[config.mk]
export PLATFORM = sky130hd
export DESIGN_NAME = alu_op_sequencer
export DESIGN_NICKNAME = d
export VERILOG_FILES = /design/src/rtl/alu_pkg.sv /design/src/rtl/alu_cmd_fifo.sv /design/src/rtl/alu_op_sequencer.sv
export SDC_FILE = /design/constraint.sdc
export NUM_CORES = 1
export LEC_CHECK = 0
export BUFFER_PORTS_ARGS = -buffer_cell sky130_fd_sc_hd__buf_4
export CAP_MARGIN = 20
export CORE_MARGIN = 2
export CORE_UTILIZATION = 40
export DETAILED_ROUTE_END_ITERATION = 10
export GPL_ROUTABILITY_DRIVEN = 0
export PLACE_DENSITY = 0.68
export REMOVE_ABC_BUFFERS = 1
export SLEW_MARGIN = 20
export SYNTH_ARGS = -nofsm -noshare
export SYNTH_HDL_FRONTEND = slang
export SYNTH_SLANG_ARGS = --single-unit
[constraint.sdc]
create_clock -name clk -period 5.5 [get_ports clk]
set_input_delay 0.275 -clock clk [delete_from_list [all_inputs] [get_ports clk]]
set_output_delay 0.275 -clock clk [all_outputs]
set_load 0.01 [all_outputs]
[src/rtl/alu_pkg.sv]
// Shared opcode, width and FSM definitions for the ALU command sequencer.
package alu_pkg;

    localparam int unsigned OPCODE_W = 4;
    localparam int unsigned SHIFT_W  = 5;

    localparam logic [OPCODE_W-1:0] ADD = 4'd0;
    localparam logic [OPCODE_W-1:0] SUB = 4'd1;
    localparam logic [OPCODE_W-1:0] AND = 4'd2;
    localparam logic [OPCODE_W-1:0] OR  = 4'd3;
    localparam logic [OPCODE_W-1:0] SLT = 4'd4;
    localparam logic [OPCODE_W-1:0] SGT = 4'd5;
    localparam logic [OPCODE_W-1:0] SNE = 4'd6;
    localparam logic [OPCODE_W-1:0] MAX = 4'd7;

    typedef enum logic [1:0] {
        ST_IDLE = 2'd0,
        ST_WAIT = 2'd1,
        ST_RESP = 2'd2
    } seq_state_e;

endpackage

[src/rtl/alu_cmd_fifo.sv]
// Synchronous command FIFO with extra-MSB pointers; exposes current and
// next-cycle full/empty so the owner can register its status outputs.
module alu_cmd_fifo #(
    parameter int unsigned DATA_W = 41,
    parameter int unsigned DEPTH  = 4
) (
    input  logic              clk,
    input  logic              rst,
    input  logic              push,
    input  logic              pop,
    input  logic [DATA_W-1:0] push_data,
    output logic [DATA_W-1:0] head_data,
    output logic              full,
    output logic              empty,
    output logic              full_nxt,
    output logic              empty_nxt
);

    localparam int unsigned AW = $clog2(DEPTH);
    localparam int unsigned PW = AW + 1;

    logic [PW-1:0]     wptr_q, wptr_d;
    logic [PW-1:0]     rptr_q, rptr_d;
    logic [DATA_W-1:0] mem_q [DEPTH];
    logic              do_push, do_pop;

    always_comb begin
        full      = (wptr_q[AW] != rptr_q[AW]) && (wptr_q[AW-1:0] == rptr_q[AW-1:0]);
        empty     = (wptr_q == rptr_q);
        do_push   = push && !full;
        do_pop    = pop && !empty;
        wptr_d    = wptr_q + PW'(do_push);
        rptr_d    = rptr_q + PW'(do_pop);
        full_nxt  = (wptr_d[AW] != rptr_d[AW]) && (wptr_d[AW-1:0] == rptr_d[AW-1:0]);
        empty_nxt = (wptr_d == rptr_d);
        head_data = mem_q[rptr_q[AW-1:0]];
    end

    always_ff @(posedge clk or posedge rst) begin
        if (rst) begin
            wptr_q <= '0;
            rptr_q <= '0;
        end else begin
            wptr_q <= wptr_d;
            rptr_q <= rptr_d;
        end
    end

    // Storage needs no reset: entries are only visible between push and pop.
    always_ff @(posedge clk) begin
        if (do_push) begin
            mem_q[wptr_q[AW-1:0]] <= push_data;
        end
    end

endmodule

[src/rtl/alu_op_sequencer.sv]
// Buffers ALU commands, issues them one at a time with stable operands,
// and returns captured result/carry in command order.
module alu_op_sequencer
    import alu_pkg::*;
#(
    parameter int unsigned WIDTH   = 16,
    parameter int unsigned DEPTH   = 4,
    parameter int unsigned NUM_OPS = 8
) (
    input  logic                clk,
    input  logic                rst,
    input  logic                cmd_valid,
    output logic                cmd_ready,
    input  logic [OPCODE_W-1:0] cmd_opcode,
    input  logic [WIDTH-1:0]    cmd_a,
    input  logic [WIDTH-1:0]    cmd_b,
    input  logic [SHIFT_W-1:0]  cmd_shift,
    output logic [OPCODE_W-1:0] alu_opcode,
    output logic [WIDTH-1:0]    alu_input1,
    output logic [WIDTH-1:0]    alu_input2,
    output logic [SHIFT_W-1:0]  alu_shiftValue,
    input  logic [WIDTH-1:0]    alu_result,
    input  logic                alu_carryFlag,
    output logic                rsp_valid,
    input  logic                rsp_ready,
    output logic [WIDTH-1:0]    rsp_result,
    output logic                rsp_carry,
    output logic [OPCODE_W-1:0] rsp_opcode,
    output logic                rsp_illegal,
    output logic                busy,
    output logic [15:0]         done_count
);

    localparam int unsigned CMD_W = OPCODE_W + 2 * WIDTH + SHIFT_W;

    seq_state_e          state_q, state_d;
    logic [OPCODE_W-1:0] alu_opcode_q, alu_opcode_d;
    logic [WIDTH-1:0]    alu_input1_q, alu_input1_d;
    logic [WIDTH-1:0]    alu_input2_q, alu_input2_d;
    logic [SHIFT_W-1:0]  alu_shift_q, alu_shift_d;
    logic                rsp_valid_q, rsp_valid_d;
    logic [WIDTH-1:0]    rsp_result_q, rsp_result_d;
    logic                rsp_carry_q, rsp_carry_d;
    logic [OPCODE_W-1:0] rsp_opcode_q, rsp_opcode_d;
    logic                rsp_illegal_q, rsp_illegal_d;
    logic                busy_q, busy_d;
    logic                cmd_ready_q, cmd_ready_d;
    logic [15:0]         done_count_q, done_count_d;

    logic [CMD_W-1:0]    push_data, head_data;
    logic                fifo_push, fifo_pop;
    logic                fifo_full, fifo_empty, fifo_full_nxt, fifo_empty_nxt;
    logic                illegal;

    assign push_data = {cmd_opcode, cmd_a, cmd_b, cmd_shift};
    assign fifo_push = cmd_valid && cmd_ready_q;

    alu_cmd_fifo #(
        .DATA_W (CMD_W),
        .DEPTH  (DEPTH)
    ) u_fifo (
        .clk       (clk),
        .rst       (rst),
        .push      (fifo_push),
        .pop       (fifo_pop),
        .push_data (push_data),
        .head_data (head_data),
        .full      (fifo_full),
        .empty     (fifo_empty),
        .full_nxt  (fifo_full_nxt),
        .empty_nxt (fifo_empty_nxt)
    );

    // Next-state and output logic; a pop always reloads the ALU operand registers.
    always_comb begin
        state_d       = state_q;
        alu_opcode_d  = alu_opcode_q;
        alu_input1_d  = alu_input1_q;
        alu_input2_d  = alu_input2_q;
        alu_shift_d   = alu_shift_q;
        rsp_valid_d   = rsp_valid_q;
        rsp_result_d  = rsp_result_q;
        rsp_carry_d   = rsp_carry_q;
        rsp_opcode_d  = rsp_opcode_q;
        rsp_illegal_d = rsp_illegal_q;
        done_count_d  = done_count_q;
        fifo_pop      = 1'b0;
        illegal       = (32'(alu_opcode_q) >= NUM_OPS);

        case (state_q)
            ST_IDLE: begin
                if (!fifo_empty) begin
                    fifo_pop = 1'b1;
                    state_d  = ST_WAIT;
                end
            end
            ST_WAIT: begin
                rsp_valid_d   = 1'b1;
                rsp_opcode_d  = alu_opcode_q;
                rsp_illegal_d = illegal;
                rsp_result_d  = illegal ? '0 : alu_result;
                rsp_carry_d   = illegal ? 1'b0 : alu_carryFlag;
                state_d       = ST_RESP;
            end
            ST_RESP: begin
                if (rsp_ready) begin
                    rsp_valid_d  = 1'b0;
                    done_count_d = done_count_q + 16'd1;
                    if (!fifo_empty) begin
                        fifo_pop = 1'b1;
                        state_d  = ST_WAIT;
                    end else begin
                        state_d  = ST_IDLE;
                    end
                end
            end
            default: state_d = ST_IDLE;
        endcase

        if (fifo_pop) begin
            alu_opcode_d = head_data[CMD_W-1 -: OPCODE_W];
            alu_input1_d = head_data[SHIFT_W+2*WIDTH-1 -: WIDTH];
            alu_input2_d = head_data[SHIFT_W+WIDTH-1 -: WIDTH];
            alu_shift_d  = head_data[SHIFT_W-1:0];
        end

        busy_d      = !fifo_empty_nxt || (state_d != ST_IDLE);
        cmd_ready_d = !fifo_full_nxt;
    end

    always_ff @(posedge clk or posedge rst) begin
        if (rst) begin
            state_q       <= ST_IDLE;
            alu_opcode_q  <= '0;
            alu_input1_q  <= '0;
            alu_input2_q  <= '0;
            alu_shift_q   <= '0;
            rsp_valid_q   <= 1'b0;
            rsp_result_q  <= '0;
            rsp_carry_q   <= 1'b0;
            rsp_opcode_q  <= '0;
            rsp_illegal_q <= 1'b0;
            busy_q        <= 1'b0;
            cmd_ready_q   <= 1'b0;
            done_count_q  <= '0;
        end else begin
            state_q       <= state_d;
            alu_opcode_q  <= alu_opcode_d;
            alu_input1_q  <= alu_input1_d;
            alu_input2_q  <= alu_input2_d;
            alu_shift_q   <= alu_shift_d;
            rsp_valid_q   <= rsp_valid_d;
            rsp_result_q  <= rsp_result_d;
            rsp_carry_q   <= rsp_carry_d;
            rsp_opcode_q  <= rsp_opcode_d;
            rsp_illegal_q <= rsp_illegal_d;
            busy_q        <= busy_d;
            cmd_ready_q   <= cmd_ready_d;
            done_count_q  <= done_count_d;
        end
    end

    assign cmd_ready      = cmd_ready_q;
    assign alu_opcode     = alu_opcode_q;
    assign alu_input1     = alu_input1_q;
    assign alu_input2     = alu_input2_q;
    assign alu_shiftValue = alu_shift_q;
    assign rsp_valid      = rsp_valid_q;
    assign rsp_result     = rsp_result_q;
    assign rsp_carry      = rsp_carry_q;
    assign rsp_opcode     = rsp_opcode_q;
    assign rsp_illegal    = rsp_illegal_q;
    assign busy           = busy_q;
    assign done_count     = done_count_q;

endmodule

==> impl_metrics.py, run 1 <==
metrics = {
    "outcome": {
        "status": "completed",
    },
    "setup_path": {
        "crit_type": "flip-flop to flip-flop",
        "cp.arrival_ns": 3.52,
        "cp-end-kind": "flip-flop",
        "startpoint_type": "flip-flop",
        "worst_ep_required_time_ns": 5.90,
        "critPathMaxFanout": 43,
    },
    "clock_tree": {
        "cts-buffers-inserted": 27,
        "h-tree-depth": 1,
        "cts_sinks": 254,
        "clockRootBuffer": "clkbuf_16",
        "tritoncts": "yes",
        "clk_latency_ns": 0.54,
        "clk_pin_slew_worst_paths_ns": 0.06,
        "cts.repair.resized": 0,
        "cts.path.max_buffers": 3,
    },
    "cells_and_area": {
        "seq_area_um2": 7180,
        "drive_gt1_share_pct": 39.1,
        "area_growth_syn_to_layout_pct": 28.3,
        "mostFrequentLayoutCells": "edfxtp_1 (164), buf_4 (147), dfrtp_1 (88)",
        "layout_commonest_cell": "edfxtp_1",
        "stdcell_count": 1042,
        "n_fill_cell": 1960,
        "diodes": 0,
        "nNetsFinal": 764,
        "design_area_um2": 12500,
        "multi_input_area_um2": 2430,
    },
    "synthesis": {
        "synth_edf_count": 164,
        "synth_cells": 493,
        "yosysUniqueCellTypes": 37,
        "post_synth.cell_area_avg_um2": 19.7,
        "synth_seq_area_share_pct": 73.9,
        "synthArstFlopShare_pct": 35.4,
        "synth-seq-cells": 254,
        "synth-main-ff-cell": "edfxtp_1",
        "synth_area_um2": 9710,
        "ys_warn_count": 0,
    },
    "detailed_routing": {
        "vias_per_cell": 4.86,
        "top_layer": "met4",
        "firstDrtPassIters": 4,
        "wl_met3_um": 955,
        "wl_met1_um": 7940,
        "drt-total-wl_um": 18800,
        "first_iter_violations": 388,
        "vias": 5068,
        "ant_nets": 0,
        "post_drt_wl_per_cell_um": 18.0,
        "drc": 0,
        "wl_met2_um": 9620,
    },
    "pwr": {
        "peakVddDrop_uv": 359,
        "leakage_uw": 0.00490,
        "p_per_area_nw_per_um2": 569,
        "total_power_uw": 7090,
    },
    "global_routing": {
        "grt_pass1_vias": 5507,
        "grt.total_usage_pct": 14.8,
        "grt_pass1_wl_um": 30200,
        "grt_max_degree": 55,
        "antenna_found_initial": 0,
        "grt_overflow": 0,
    },
    "floorplan": {
        "start_util_pct": 40.3,
        "num_rows": 57,
        "fp.dieW_um": 160,
        "ioPinCount": 144,
        "die_area_um2": 25500,
        "die_y_um": 160,
        "core_um2": 24100,
    },
    "sta": {
        "fin_crit_sh_pct": 56.7,
        "rsz0062_at_grt": "no",
        "finClkSkew_ns": 0.0159,
        "slew_violations": 0,
        "fin_ws_ns": 2.38,
        "setup_violations": 0,
        "finalCriticalPeriod_ns": 3.12,
        "worst_pin_slew_ns": 0.888,
        "max_slew_margin_pct": 40.8,
        "fmax_mhz": 321,
        "hold_viol_final": 0,
    },
    "placed_design": {
        "port_buffers": 143,
        "place_ws_ns": 2.15,
        "dp_cells": 943,
        "place_area_um2": 11100,
        "dp_hpwl_um": 11000,
    },
    "job": {
        "drv_cap": 0,
    },
    "min_path": {
        "hp-class": "primary input to flip-flop",
    },
}
final timing paths:
path / endpoint / depth (start not counted) / startpoint / slack, ns
min reg2reg: rsp_opcode[3] / 2 / rsp_opcode[3] / 0.49
min in group asynchronous: alu_input1[13] / 3 / rst / 0.36
max: busy / 8 / u_fifo.rptr_q[0] / 2.38
max in group asynchronous: u_fifo.rptr_q[1] / 4 / rst / 3.96
max reg2reg: busy / 8 / u_fifo.rptr_q[0] / 2.38
min: rsp_result[3] / 3 / alu_result[3] / 0.03
what timing repair did:
| action | 4_1_cts | 5_1_grt |
|---|---|---|
| endpoints found under the hold margin | 207 | 0 |
| buffers inserted | 0 | 0 |
| hold buffers | 49 | 0 |
logic make-up (layout without fill, tap and decap cells):
group / after synthesis / after routing / share of synthesized area (%)
buffers and inverters: 24 / 249 / 1.37
XOR/XNOR: 24 / 24 / 2.24
AND/OR/NAND/NOR: 77 / 77 / 4.19
AO/OA/AOI/OAI: 23 / 23 / 1.46
multiplexers: 86 / 86 / 16.2
flip-flops: 254 / 254 / 73.9
adder cells (fa/ha/maj): 5 / 5 / 0.644
stage by stage:
stage | hold slack [ns] | utilization, % | TNS [ns]
finish | 0.0345 | 51.7 | 0
global route | 0.0236 | 51.7 | 0
CTS | 0.00772 | 51.7 | 0
detailed placement | 0.382 | 46.1 | 0
global placement | 0.358 | 46.1 | 0
floorplan | 0.374 | - | -25.48
area by class of cell:
| type | count | area share, % |
|---|---|---|
| clock buffer | 35 | 5.66 |
| clock inverter | 15 | 1.08 |
| inverter | 3 | 0.110 |
| multi-input combinational | 215 | 19.5 |
| sequential | 254 | 57.6 |
| tap | 324 | 3.25 |
| timing repair buffer | 196 | 12.8 |
worst max-delay path, cell delays in order (launching register included):
cell and delay (ns):
dfrtp_4 0.97, xnor2_1 0.29, a31oi_1 0.46, ha_1 0.23, ha_1 0.25, xor2_1 0.15
nor2_1 0.17, nand2_1 0.06, or3_2 0.40
per-layer routing:
| metal | track usage, % | up-vias |
|---|---|---|
| li1 | - | 2293 |
| met1 | 18.9 | 2608 |
| met2 | 26.4 | 145 |
| met3 | 3.06 | 22 |
| met4 | 2.62 | 0 |
| met5 | 0 | - |
cell usage after synthesis, types with 2 or more instances:
library cell  count  area, um^2
dfrtp_1          90        2250
nand3_1           5        25.0
a21oi_1           2        10.0
ha_1              5        62.6
and4_1            2        17.5
o21ai_0          18        90.1
nand4_1           2        12.5
xor2_1           11        96.3
inv_1             2        7.51
buf_6             4        45.0
mux2_4           39         586
nand2b_1         21         131
mux2_2            6        67.6
nand2_1          29         109
nor2_1            5        18.8
clkbuf_1         10        37.5
buf_2             2        10.0
and3_1            4        25.0
edfxtp_1        164        4920
mux4_2           41         923
xnor2_1          12         105
buf_1             3        11.3
and2_1            2        12.5
state kept, by name (all words and copies together), names as in the netlist:
name / cells
alu_input1: 16
alu_input2: 16
alu_opcode: 4
alu_shiftValue: 5
busy: 1
cmd_ready: 1
done_count: 16
rsp_carry: 1
rsp_illegal: 1
rsp_opcode: 4
rsp_result: 16
rsp_valid: 1
state_q: 2
u_fifo.mem_q: 164
u_fifo.rptr_q: 3
u_fifo.wptr_q: 3
where the power goes:
part	switching (uW)	internal (uW)
Clock	712	1000
Sequential	438	2640
Combinational	955	1350
No activity file was read; power rests on OpenSTA's default activity.
==> run 2: changes to the inputs <==
- PLACE_DENSITY: 0.68 -> 0.71
- clock period: 5.5 -> 2.63 ns (I/O delays scaled with it)
==> run 2 against run 1 <==
Against the previous run:
- fmax up 23%
- clock-buffer cell count down 4
- routed wire length up 2.8%
- sequential share of layout area down 1.5 points
- die area unchanged
- critical path depth up 1
- highest routed layer unchanged
- register-to-register slack worse by 2.3 ns
==> impl_metrics.py, run 2 (synthesis results as in run 1) <==
metrics = {
    "outcome": {
        "status": "completed",
    },
    "cells_and_area": {
        "stdcell_count": 1058,
        "mostFrequentLayoutCells": "edfxtp_1 (164), buf_4 (149), dfrtp_1 (88)",
        "area_growth_syn_to_layout_pct": 31.6,
        "design_area_um2": 12800,
        "diodes": 0,
        "largest_register_ffs": 164,
        "nNetsFinal": 781,
        "n_fill_cell": 1890,
        "drive_gt1_share_pct": 39.8,
        "layout_commonest_cell": "edfxtp_1",
    },
    "pwr": {
        "peakVddDrop_uv": 681,
        "power.switching_uw": 4430,
        "p_int_uw": 10900,
        "clock_power_share_pct": 25.5,
        "total_power_uw": 15400,
        "leakage_uw": 0.00505,
        "p_per_area_nw_per_um2": 1200,
        "p_comb_share_pct": 34.6,
        "swShare_pct": 28.9,
        "share_seq_of_total_power_pct": 39.9,
    },
    "sta": {
        "worst_pin_slew_ns": 0.870,
        "hold_viol_final": 0,
        "fin_crit_sh_pct": 96.7,
        "setup_violations": 0,
        "fin_ws_ns": 0.0864,
        "rsz0062_at_grt": "no",
        "slew_violations": 0,
        "finalCriticalPeriod_ns": 2.54,
        "finClkSkew_ns": 0.0232,
        "max_slew_margin_pct": 42.0,
        "fmax_mhz": 393,
    },
    "clock_tree": {
        "clk_pin_slew_worst_paths_ns": 0.06,
        "clk_latency_ns": 0.53,
        "cts.path.max_buffers": 3,
        "cts-buffers-inserted": 26,
        "clockRootBuffer": "clkbuf_16",
        "tritoncts": "yes",
        "h-tree-depth": 1,
        "cts_sinks": 254,
    },
    "floorplan": {
        "core_um2": 24100,
        "ioPinCount": 144,
        "die_y_um": 160,
        "start_util_pct": 40.3,
        "num_rows": 57,
        "die_area_um2": 25500,
        "fp.dieW_um": 160,
    },
    "setup_path": {
        "worst_ep_required_time_ns": 3.02,
        "ff2ff_path_depth": 9,
        "reg2reg_slack_ns": 0.09,
        "critPathMaxFanout": 3,
        "crit_type": "flip-flop to flip-flop",
        "crit_start": "u_fifo.wptr_q[2]",
        "r2r-end": "busy",
        "cp.arrival_ns": 2.93,
        "cp-endpoint": "busy",
        "startpoint_type": "flip-flop",
        "cp-end-kind": "flip-flop",
        "r2r-start": "u_fifo.wptr_q[2]",
    },
    "placed_design": {
        "port_buffers": 143,
        "dp_cells": 950,
        "place_area_um2": 11200,
        "place_ws_ns": 0.0414,
        "dp_hpwl_um": 11000,
    },
    "min_path": {
        "hp-class": "primary input to flip-flop",
    },
    "global_routing": {
        "grt_pass1_wl_um": 30600,
        "grt_max_degree": 56,
        "grt.total_usage_pct": 15.2,
        "grt_overflow": 0,
        "antenna_found_initial": 0,
        "grt_pass1_vias": 5610,
    },
    "detailed_routing": {
        "vias_per_cell": 4.88,
        "ant_nets": 0,
        "drc": 0,
        "drt-total-wl_um": 19300,
        "vias": 5158,
        "first_iter_violations": 288,
        "firstDrtPassIters": 6,
        "post_drt_wl_per_cell_um": 18.2,
    },
    "job": {
        "drv_cap": 0,
    },
}
run 2: how the worst min path moves through the flow:
stage | startpoint | end | slack, ns | depth (start not counted)
4_1_cts | cmd_valid | u_fifo.wptr_q[0] | 0.24 | 4
2_1_floorplan | cmd_shift[0] | u_fifo.mem_q[0][0] | 0.23 | 0
3_3_place_gp | rst | rsp_carry | 0.33 | 2
3_5_place_dp | cmd_b[9] | u_fifo.mem_q[1][14] | 0.33 | 1
5_1_grt | cmd_valid | u_fifo.wptr_q[0] | 0.27 | 4
6_report | cmd_valid | u_fifo.wptr_q[0] | 0.28 | 4
run 2: worst max-delay path, stage by stage, from the launching register on:
cell and delay [ns]:
dfrtp_1 0.43, xor2_2 0.26, inv_2 0.08, a311oi_4 0.32
ha_1 0.23, ha_1 0.27, xor2_1 0.17, nor2_1 0.17
nand2_1 0.08, or3_2 0.40
run 2: what timing repair did:
action                                  CTS  global route
endpoints found under the setup margin    0             1
buffers inserted                          0             0
hold buffers                             60             0
gates resized for setup                   0             2
hold endpoints to repair                237             0
run 2: metal layers:
layer	GRT usage (%)	vias to the layer above	wire length, um
li1	-	2330	-
met1	19.5	2626	8160
met2	26.3	167	9640
met3	3.40	35	1110
met4	4.18	0	383
met5	0	-	0
run 2: metrics by stage:
stage               utilization (%)  TNS, ns  hold slack, ns
floorplan                         -  -439.97           0.230
global placement               46.6        0           0.327
detailed placement             46.6        0           0.334
CTS                            53.0        0           0.244
global route                   53.0        0           0.267
finish                         53.0        0           0.276
run 2: power by group through the flow:
stage / Combinational [uW] / Clock (uW) / Sequential [uW]
final: 5320 / 3920 / 6130
after global routing: 5750 / 4190 / 6250
after CTS: 5420 / 4020 / 6130
after detailed placement: 5340 / 0 / 6190
after global placement: 5180 / 0 / 6100
after floorplan: 3130 / 0 / 6480
run 2: area by class of cell:
class                      count  area [um^2]  share of cell area, %
inverter                       3         13.8                  0.108
sequential                   254         7180                   56.2
clock inverter                17          229                   1.79
clock buffer                  31          701                   5.48
timing repair buffer         214         1820                   14.2
multi-input combinational    215         2430                   19.0
tap                          324          405                   3.17
==> run 3: changes to the inputs <==
- CORE_UTILIZATION: 40 -> 45
- PLACE_DENSITY: 0.71 -> 0.74
- clock period: 2.63 -> 2.4 ns (I/O delays scaled with it)
==> run 3 against run 2 <==
Against the previous run:
- first-iteration DRC count down 8.0%
- clock power down 3%
- fmax up 9.6%
- sequential cell count unchanged
- utilization up 7.4 points
- critical endpoint unchanged
- clock skew down 0.0094 ns
- non-clock buffer count up 16
- sequential power up 9.0%
==> impl_metrics.py, run 3 (synthesis results as in run 1) <==
metrics = {
    "floorplan": {
        "num_rows": 53,
        "die_area_um2": 22800,
        "core_um2": 21100,
        "die_y_um": 151,
        "start_util_pct": 46.1,
        "ioPinCount": 144,
        "fp.dieW_um": 151,
    },
    "setup_path": {
        "critPathTopFamily": "simple AND/OR/NAND/NOR gates",
        "r2r-start": "u_fifo.rptr_q[2]",
        "reg2reg_slack_ns": 0.08,
        "critPathMaxFanout": 2,
        "max_stage_delay_ns": 0.41,
        "crit_type": "flip-flop to flip-flop",
        "cp.arrival_ns": 2.71,
        "cp.buffers_inverters": 1,
        "r2r-end": "busy",
        "startpoint_type": "flip-flop",
        "ff2ff_path_depth": 9,
        "cp_slowest_cell": "dfrtp_1",
        "cp_cell_sequence": "xor2_2, inv_2, a311oi_4, ha_2, ha_4, xor2_1, nor2_1, nand2_1, or3_4",
        "worst_ep_required_time_ns": 2.79,
        "cp-end-kind": "flip-flop",
    },
    "global_routing": {
        "antenna_found_initial": 1,
        "grt.total_usage_pct": 17.1,
        "grt_pass1_wl_um": 30200,
        "grt_overflow": 0,
        "grt_max_degree": 53,
        "grt_pass1_vias": 5716,
    },
    "cells_and_area": {
        "design_area_um2": 12700,
        "area_growth_syn_to_layout_pct": 31.1,
        "fin_util_pct": 60.4,
        "n_fill_cell": 1515,
        "largest_register_ffs": 164,
        "nNetsFinal": 797,
        "layout_commonest_cell": "buf_4",
        "drive_gt1_share_pct": 41.1,
        "mostFrequentLayoutCells": "buf_4 (167), edfxtp_1 (164), dfrtp_1 (88)",
    },
    "clock_tree": {
        "clk_latency_ns": 0.51,
        "tritoncts": "yes",
        "h-tree-depth": 1,
        "cts_sinks": 254,
        "clk_pin_slew_worst_paths_ns": 0.06,
        "cts-buffers-inserted": 26,
        "clockRootBuffer": "clkbuf_16",
        "cts.path.max_buffers": 3,
    },
    "sta": {
        "fmax_mhz": 431,
        "finClkSkew_ns": 0.0138,
        "fin_crit_sh_pct": 96.7,
        "worst_pin_slew_ns": 0.712,
        "max_slew_margin_pct": 52.5,
        "slew_violations": 0,
        "hold_viol_final": 0,
        "setup_violations": 0,
        "finalCriticalPeriod_ns": 2.32,
    },
    "min_path": {
        "hp-class": "primary input to flip-flop",
        "min_from": "cmd_valid",
        "holdPathEnd": "u_fifo.wptr_q[0]",
        "hold_depth": 4,
    },
    "pwr": {
        "peakVddDrop_uv": 737,
        "leakage_uw": 0.00507,
        "p_per_area_nw_per_um2": 1310,
    },
    "placed_design": {
        "port_buffers": 143,
        "dp_hpwl_um": 11600,
        "place_area_um2": 11200,
    },
    "detailed_routing": {
        "firstDrtPassIters": 6,
        "ant_nets": 0,
        "first_iter_violations": 265,
        "vias_per_cell": 5.09,
        "drc": 0,
        "drt-total-wl_um": 19300,
        "vias": 5226,
        "post_drt_wl_per_cell_um": 18.8,
    },
    "outcome": {
        "status": "completed",
    },
    "job": {
        "drv_cap": 0,
    },
}
-- run 3: cell types whose count changed in the layout (fill, tap and decap cells not counted), moves of 2 or more --
cell | previous run | this run
clkbuf_1 | 3 | 8
buf_4 | 149 | 167
ha_1 | 5 | 3
buf_12 | 5 | 2
bufinv_16 | 6 | 1
clkbuf_8 | 1 | 3
clkinv_1 | 7 | 4
-- run 3: cell type report --
class | instances | area, um^2 | share of cell area, %
timing repair buffer | 230 | 1910 | 15.0
antenna | 1 | 2.50 | 0.0196
clock buffer | 38 | 747 | 5.86
sequential | 254 | 7180 | 56.4
clock inverter | 10 | 76.3 | 0.599
multi-input combinational | 215 | 2460 | 19.4
inverter | 3 | 13.8 | 0.108
tap | 275 | 344 | 2.70
-- run 3: repair_timing --
action	in CTS	in global routing
setup endpoints to repair	1	25
resized for setup	3	4
hold endpoints to repair	232	0
setup buffers	3	1
hold buffers	60	0
pin swaps	3	4
-- run 3: how the worst max path moves through the flow --
stage | startpoint | end | slack [ns] | depth (start not counted)
5_1_grt | u_fifo.rptr_q[2] | busy | -0.008 | 9
2_1_floorplan | u_fifo.rptr_q[0] | u_fifo.mem_q[0][0] | -3.72 | 3
6_report | u_fifo.rptr_q[2] | busy | 0.08 | 9
3_3_place_gp | u_fifo.rptr_q[2] | busy | 0.07 | 9
4_1_cts | u_fifo.rptr_q[0] | busy | 0.01 | 9
3_5_place_dp | u_fifo.rptr_q[2] | busy | -0.03 | 9
-- run 3: power breakdown --
part           switching [uW]  total, uW  internal [uW]
combinational            2740       6210           3470
sequential                643       6680           6040
clock                    1560       3820           2260
-- run 3: layer usage --
layer | GRT usage [%] | up-vias | part of all wire [%] | wire length [um]
met2 | 30.0 | 168 | 50 | 9560
met3 | 3.13 | 32 | 6.2 | 1200
met5 | 0 | - | 0 | 0
met1 | 22.5 | 2659 | 42 | 8210
met4 | 3.93 | 0 | 1.8 | 348
li1 | - | 2367 | - | -
-- run 3: stage by stage --
step           total power [uW]  std cells  hold WS, ns  TNS (ns)  setup WS [ns]
5_1_grt                   17600       1026        0.217  -0.00756       -0.00756
6_report                  16700       1026        0.210         0         0.0788
3_3_place_gp              12500        914        0.278         0         0.0681
2_1_floorplan             10500        472        0.219   -494.10          -3.72
4_1_cts                   16800       1025        0.195         0        0.00956
3_5_place_dp              12700        914        0.300   -0.0295        -0.0295
-- run 3: worst register-to-register path: stages (launching register included) --
cell      delay [ns]
dfrtp_1         0.41
xor2_2          0.20
inv_2           0.07
a311oi_4        0.31
ha_2            0.26
ha_4            0.21
xor2_1          0.16
nor2_1          0.15
nand2_1         0.09
or3_4           0.33
